$ cat config.mk
export PLATFORM = sky130hd
export DESIGN_NAME = demux_1x2_stream
export DESIGN_NICKNAME = d
export VERILOG_FILES = /design/src/rtl/demux_1x2_stream.sv
export SDC_FILE = /design/constraint.sdc
export NUM_CORES = 1
export LEC_CHECK = 0
export BUFFER_PORTS_ARGS = -buffer_cell sky130_fd_sc_hd__buf_4
export CAP_MARGIN = 20
export CORE_MARGIN = 3
export CORE_UTILIZATION = 40
export CTS_BUF_LIST = sky130_fd_sc_hd__clkbuf_8
export CTS_CLUSTER_DIAMETER = 50
export DETAILED_ROUTE_END_ITERATION = 6
export PLACE_DENSITY_LB_ADDON = 0.05
export RECOVER_POWER = 100
export SYNTH_ARGS = -nofsm -noshare
export SYNTH_HDL_FRONTEND = slang
export SYNTH_SLANG_ARGS = --single-unit
$ cat constraint.sdc
create_clock -name clk -period 2.4 [get_ports clk]
set_input_delay 0.12 -clock clk [delete_from_list [all_inputs] [get_ports clk]]
set_output_delay 0.12 -clock clk [all_outputs]
set_load 0.1 [all_outputs]
$ cat src/rtl/demux_1x2_stream.sv
// Stream demultiplexer: each accepted beat goes to out0 or out1 through a 2-entry skid FIFO.
// Define DEMUX_CNT_EN to add the cnt0/cnt1 delivered-beat counters.
module demux_1x2_stream #(
    parameter int W = 8
) (
    input  logic         clk,
    input  logic         rst,
    input  logic         in_valid,
    output logic         in_ready,
    input  logic [W-1:0] in_data,
    input  logic         in_sel,
    output logic         out0_valid,
    input  logic         out0_ready,
    output logic [W-1:0] out0_data,
    output logic         out1_valid,
    input  logic         out1_ready,
    output logic [W-1:0] out1_data
`ifdef DEMUX_CNT_EN
    ,
    output logic [15:0]  cnt0,
    output logic [15:0]  cnt1
`endif
);

    logic [1:0][1:0][W-1:0] mem;
    logic [1:0]             rd_ptr;
    logic [1:0]             wr_ptr;
    logic [1:0]             count [2];
    logic [1:0]             push;
    logic [1:0]             pop;
    logic [1:0]             has_room;

    // A full FIFO still has room when its head leaves this cycle, so only the selected FIFO gates in_ready.
    always_comb begin
        out0_valid  = !rst && (count[0] != 2'd0);
        out1_valid  = !rst && (count[1] != 2'd0);
        out0_data   = mem[0][rd_ptr[0]];
        out1_data   = mem[1][rd_ptr[1]];
        pop[0]      = out0_valid && out0_ready;
        pop[1]      = out1_valid && out1_ready;
        has_room[0] = (count[0] != 2'd2) || pop[0];
        has_room[1] = (count[1] != 2'd2) || pop[1];
        in_ready    = !rst && (in_sel ? has_room[1] : has_room[0]);
        push[0]     = in_valid && in_ready && !in_sel;
        push[1]     = in_valid && in_ready && in_sel;
    end

    always_ff @(posedge clk) begin
        if (rst) begin
            rd_ptr <= '0;
            wr_ptr <= '0;
            for (int p = 0; p < 2; p++) begin
                count[p] <= 2'd0;
            end
        end else begin
            for (int p = 0; p < 2; p++) begin
                if (push[p]) begin
                    mem[p][wr_ptr[p]] <= in_data;
                    wr_ptr[p]         <= ~wr_ptr[p];
                end
                if (pop[p]) begin
                    rd_ptr[p] <= ~rd_ptr[p];
                end
                if (push[p] && !pop[p]) begin
                    count[p] <= count[p] + 2'd1;
                end else if (pop[p] && !push[p]) begin
                    count[p] <= count[p] - 2'd1;
                end
            end
        end
    end

`ifdef DEMUX_CNT_EN
    always_ff @(posedge clk) begin
        if (rst) begin
            cnt0 <= 16'd0;
            cnt1 <= 16'd0;
        end else begin
            if (pop[0]) begin
                cnt0 <= cnt0 + 16'd1;
            end
            if (pop[1]) begin
                cnt1 <= cnt1 + 16'd1;
            end
        end
    end
`endif

endmodule

==> results of run 1 <==
## flip-flops by register name, indices dropped and copies added, names as in the netlist
signal  cells
count       4
wr_ptr      2
rd_ptr      2
mem        32
## cell families after synthesis
family,after synthesis
buffers and inverters,8
DFF,40
AOI/OAI and AO/OA,13
adders and majority gates,2
xor gates and xnor gates,6
and+or+nand+nor,30
muxes,16
## power by group through the flow
stage               Clock, mW  Sequential (mW)  Combinational, mW
floorplan                   0            0.825              0.489
global placement            0            0.854              0.574
detailed placement          0            0.859              0.579
CTS                     0.431            0.842              0.582
global route            0.460            0.846              0.569
finish                  0.414            0.839              0.540
## worst max path at each step
stage | endpoint | slack (ns) | cells after the start
2_1_floorplan | in_ready | 0.0007 | 5
5_1_grt | in_ready | 0.14 | 5
3_3_place_gp | mem[28] | 0.46 | 5
3_5_place_dp | mem[28] | 0.34 | 5
6_report | in_ready | 0.22 | 5
4_1_cts | mem[28] | 0.33 | 5
## cells in the final DEF, fill, tap and decap left out
master,instances
nor4bb_1,1
nand4b_1,1
and2_0,1
inv_1,3
o2bb2ai_1,1
o32ai_1,1
clkbuf_8,5
and2b_1,1
nand2b_1,3
nand2_1,5
a211oi_1,1
nor2b_1,2
nor4b_1,2
buf_4,6
clkinv_1,1
a21oi_4,1
clkinv_2,2
xor2_1,2
or2_1,1
nor2_2,1
and4b_1,1
o2111ai_1,1
a21oi_1,3
and2_1,1
nor3b_1,1
xnor2_1,4
ha_1,2
mux2_2,16
o21ai_0,1
dfxtp_1,4
nor2_1,8
clkbuf_1,11
o21a_1,1
nand3b_4,1
a311oi_2,1
clkbuf_2,18
a211o_1,1
edfxtp_1,36
a31oi_1,1
## critical path, delay by kind of cell, from the launching register on
family                     cells  cell delay, ns
buffers and inverters          2            0.55
DFF                            1            0.35
AOI/OAI and AO/OA              1            0.34
adders and majority gates      1            0.21
and+or+nand+nor                1            0.32
## through the flow
step | hold slack, ns | cell area (sq um) | cells
after floorplan | 0.2189 | 1779 | 115
after global placement | 0.3220 | 2081 | 195
after detailed placement | 0.3273 | 2081 | 195
after CTS | 0.02770 | 2163 | 203
after global routing | 0.1009 | 2046 | 203
final | 0.1098 | 2046 | 203
## cell type report
| type | instances | area (sq um) | area share [%] |
|---|---|---|---|
| inverters | 3 | 11.26 | 0.5505 |
| well taps | 50 | 62.56 | 3.058 |
| clock inverters | 3 | 13.76 | 0.6728 |
| repair buffers | 35 | 176.4 | 8.624 |
| clock buffers | 5 | 68.82 | 3.364 |
| multi-input cells | 67 | 551.8 | 26.97 |
| flip-flops and latches | 40 | 1161 | 56.76 |
## layer usage
| metal | up-vias | routed length [um] |
|---|---|---|
| met5 | - | 0 |
| met4 | 0 | 19 |
| met3 | 2 | 197 |
| met2 | 29 | 1502 |
| met1 | 506 | 1520 |
| li1 | 500 | - |
==> metrics, run 1 <==
run status=complete, no violations; Syn Std Cell Area=1770 sq um; Core ar.=4144 sq um; die area=5261 sq um; Place WS=0.3392 ns; CTS resizes=0; min-delay worst type=in2reg; largest family of logic cells by synthesized area=simple AND/OR/NAND/NOR gates; DRC violations left=0; CTS buffer count=5; fraction of layout cells with a size suffix above 1=33.33%; Synth area leaders=edfxtp_1, mux2_2, dfxtp_1, xnor2_1, nor2_1; Comb pwr share=30.1%; clock share of power=23.1%; top cells by count, synth=edfxtp_1, mux2_2, nor2_1; Mapped Cells=115; DIE HEIGHT=72.53 um; sequential area share after synthesis=65.58%; slew margin rel.=22.88%; Slew @ Worst Pin=1.162 ns; switching share of power=37.30%; H-tree levels=2; Nets=168; initial antenna violation count=0; Max Root-Sink Buffers=2; gr usage total=13.54%; Slowest cell on crit path=clkbuf_2; min Tclk post-route=2.178 ns; Worst Clk Skew=0.007367 ns; leakage=0.7394 nW; WL final=3239 um; clock latency on the worst-skew pair=0.28 ns; XOR/XNOR share of the synthesized area=2.968%; setup violators final=0; min setup slack post-route=0.2220 ns; gpl congestion=0.8331; total gr overflow=0; starting density of the core=42.72%; router iterations before antenna repair=4; FFs w/ async S/R, synth=0%; Boundary Pins=33; Warnings, synthesis=0; post-synthesis net count=131; largest area contributor in the netlist=edfxtp_1; Antenna Cells=0; filler cell count=387; met3 Use GR=3.740%; Yosys reg bits=40; hold buffers post-CTS=0; vias=1037; CP Class=reg2out; Internal Power=1.124 mW; drt initial violations=39; Reg-to-Reg End=mem[12]; Slowest Stage Delay on Critical Path=0.49 ns; Detail Route Antenna Nets=0; Worst Hold Depth=1; TNS Setup=0 ns; CTS tree=yes; M1 GR Usage=18.82%; Final Hold Viols=0; fraction of the mapped netlist area in simple logic gates=11.87%; Max Cap Violations=0; Worst R2R Start=count[0][1]; top cell type's share of synthesized area=61.06%; Synth Area in Adders=1.413%; Critical Path Fanout Max=8; largest net degree at the start of global routing=17; FMAX=0.4591 GHz; Die Wd=72.53 um; min-delay src=in_data[4]; switching power=0.6685 mW; CP required=2.28 ns; Distinct cells, synth=35; RSZ-0062 raised after global routing=no; GRT busiest layer=met2; Post-synth EDFFs=36; vias per cell=5.108; ys flop type=edfxtp_1; Post-CTS Setup Bufs=0; Avg WL per Cell=15.96 um; cell with the most instances after synthesis=edfxtp_1; VDD IR max=0.4264 mV; CP Capture Type=output port; Worst-path clk slew=0.07 ns; dpl hpwl=2329 um; cells on worst reg2reg path=3; Hold EP=mem[20]; met2 GRT Util=20.24%; Reg power frac=46.8%; Worst setup startpoint=count[1][0]; power per cell area=876.1 nW/um^2; Root Buffer=clkbuf_8; first-pass GRT wire length=5375 um; Layout area overhead=15.55%; compound-gate portion of the synthesized area=6.007%; number of global-route vias before repair=1082; Tot Pwr=1.792 mW; max-slew violation count=0; Tcrit/Tclk final=90.75%; Rows=23; Avg Cell Area, Syn=15.40 sq um; post-synthesis mux area share=10.18%; CP cell instances=inv_1 > ha_1 > nand2b_1 > a311oi_2 > clkbuf_2; Reg2Reg Setup Slack=0.31 ns; TritonCTS sink count=40; IO buf count=32; crit start category=register; crit path DAT=2.06 ns; Final Util=49.37%
(Power assumes the default switching activity.)
==> run 2, diff against run 1 <==
--- a/config.mk
+++ b/config.mk
@@ -10,10 +10,10 @@
 export CORE_MARGIN = 3
 export CORE_UTILIZATION = 40
 export CTS_BUF_LIST = sky130_fd_sc_hd__clkbuf_8
-export CTS_CLUSTER_DIAMETER = 50
 export DETAILED_ROUTE_END_ITERATION = 6
 export PLACE_DENSITY_LB_ADDON = 0.05
 export RECOVER_POWER = 100
+export REMOVE_ABC_BUFFERS = 1
 export SYNTH_ARGS = -nofsm -noshare
 export SYNTH_HDL_FRONTEND = slang
 export SYNTH_SLANG_ARGS = --single-unit
==> metrics, run 2 (synthesis results as in run 1) <==
run status=complete, no violations; Largest register FFs=32 (unchanged); Bufs and invs on worst path=0 (-2); Worst-path clk slew=0.08 ns (about the same); Worst R2R Start=count[0][1]; crit start category=register; crit path DAT=1.98 ns (-0.08 ns); CTS resizes=0 (unchanged); most common cell after layout, fill and taps aside=edfxtp_1; Antenna Cells=0 (unchanged); commonest cells after routing, fill and taps aside=edfxtp_1, clkbuf_2, mux2_2; Critical Path Fanout Max=8 (unchanged); setup violators final=0 (unchanged); IO buf count=32 (unchanged); DRC violations left=0 (unchanged); CP Class=reg2reg; FMAX=0.4822 GHz (+5.0%); slew margin rel.=54.35% (+31 points); initial antenna violation count=0 (unchanged); max-slew violation count=0 (unchanged); Slowest Stage Delay on Critical Path=0.63 ns (+0.14 ns); min-delay src=in_data[2]; leakage=0.7593 nW (+2.7%); Worst setup startpoint=count[0][1]; fraction of layout cells with a size suffix above 1=33.12% (-0.22 points); Slowest cell on crit path=and2_0; dpl hpwl=2392 um (+2.7%); DIE HEIGHT=72.53 um (unchanged); vias=1026 (-1.1%); drt initial violations=57 (+46%); total gr overflow=0 (unchanged); Tcrit/Tclk final=86.42% (-4.3 points); min-delay worst type=in2reg; TritonCTS sink count=40 (unchanged); min Tclk post-route=2.074 ns (-0.1040 ns); Root Buffer=clkbuf_8; Worst Clk Skew=0.008415 ns (+0.001048 ns); router iterations before antenna repair=4 (unchanged); Layout area overhead=17.24%; Max Root-Sink Buffers=2 (unchanged); vias per cell=5.029 (-1.5%); number of global-route vias before repair=1049 (-3.0%); WL final=3302 um (+1.9%); Final Util=50.09% (+0.72 points); Detail Route Antenna Nets=0 (unchanged); cell total after placement=196 (+0.51%); clock latency on the worst-skew pair=0.28 ns (about the same); first-pass GRT wire length=5223 um (-2.8%); CP cell instances=nor3b_1 > nor4b_1 > and2_0; Slew @ Worst Pin=0.6844 ns (-0.4774 ns); CP Capture Type=register; largest net degree at the start of global routing=17 (unchanged); Nets=169 (+0.60%); H-tree levels=2 (unchanged); gr usage total=13.32% (-0.21 points); Core ar.=4144 sq um (unchanged); power per cell area=912.1 nW/um^2 (+4.1%); VDD IR max=0.4855 mV (+14%); Boundary Pins=33 (unchanged); CTS tree=yes; RSZ-0062 raised after global routing=no; hold buffers post-CTS=0 (unchanged); filler cell count=392 (+1.3%); CP delay by family, top=simple AND/OR/NAND/NOR gates; Max Cap Violations=0 (unchanged); gpl congestion=0.8502 (+2.1%); die area=5261 sq um (unchanged); Final Hold Viols=0 (unchanged); fin cells=204 (+0.49%); Rows=23 (unchanged); CP required=2.31 ns (+0.03 ns); Tot Pwr=1.893 mW (+5.6%); Die Wd=72.53 um (unchanged); starting density of the core=42.72% (unchanged); Avg WL per Cell=16.19 um (+1.4%); Post-CTS Setup Bufs=0 (unchanged); CTS buffer count=5 (unchanged)
-- run 2: cell count changes in the layout (fill, tap and decap cells not counted) --
cell | before | now
a311oi_1 | 0 | 1
a311oi_2 | 1 | 0
buf_4 | 6 | 9
bufinv_16 | 0 | 1
clkbuf_1 | 11 | 9
clkinv_1 | 1 | 2
clkinv_2 | 2 | 0
nor2_1 | 8 | 9
nor2_2 | 1 | 0
-- run 2: worst paths after layout --
path / slack (ns) / to / cells after the start
max reg2reg: 0.33 / mem[8] / 3
min: 0.09 / mem[10] / 1
min reg2reg: 0.55 / wr_ptr[0] / 2
max: 0.33 / mem[8] / 3
-- run 2: routing by layer --
metal | GRT usage (%) | wire (um) | up-vias
met1 | 17.74 | 1571 | 490
met4 | 3.689 | 17 | 0
li1 | - | - | 509
met5 | 0 | 0 | -
met3 | 5.125 | 179 | 2
met2 | 20.34 | 1534 | 25
-- run 2: metrics by stage --
stage | instance area (sq um) | TNS, ns | setup WS, ns | hold slack, ns
floorplan | 1747 | -2.000 | -0.9670 | 0.1924
finish | 2076 | 0 | 0.3260 | 0.08984
global placement | 2079 | 0 | 0.4801 | 0.3207
CTS | 2186 | 0 | 0.3519 | 0.02707
detailed placement | 2079 | 0 | 0.3848 | 0.3251
global route | 2076 | 0 | 0.1391 | 0.1050
-- run 2: layout make-up --
type / count / area (sq um) / share of cell area [%]
clock buffers: 5 / 68.82 / 3.315
clock inverters: 3 / 37.54 / 1.808
inverters: 3 / 11.26 / 0.5425
multi-input cells: 67 / 543.0 / 26.16
flip-flops and latches: 40 / 1161 / 55.94
well taps: 50 / 62.56 / 3.014
repair buffers: 36 / 191.4 / 9.222
-- run 2: worst reg2reg max path: stages (launching register included) --
cell and delay (ns):
edfxtp_1 0.51, nor3b_1 0.20, nor4b_1 0.37, and2_0 0.63
-- run 2: where the power goes --
part | switching, mW | internal, mW
Sequential | 0.0415 | 0.799
Combinational | 0.408 | 0.129
Clock | 0.213 | 0.303
Total | 0.663 | 1.23
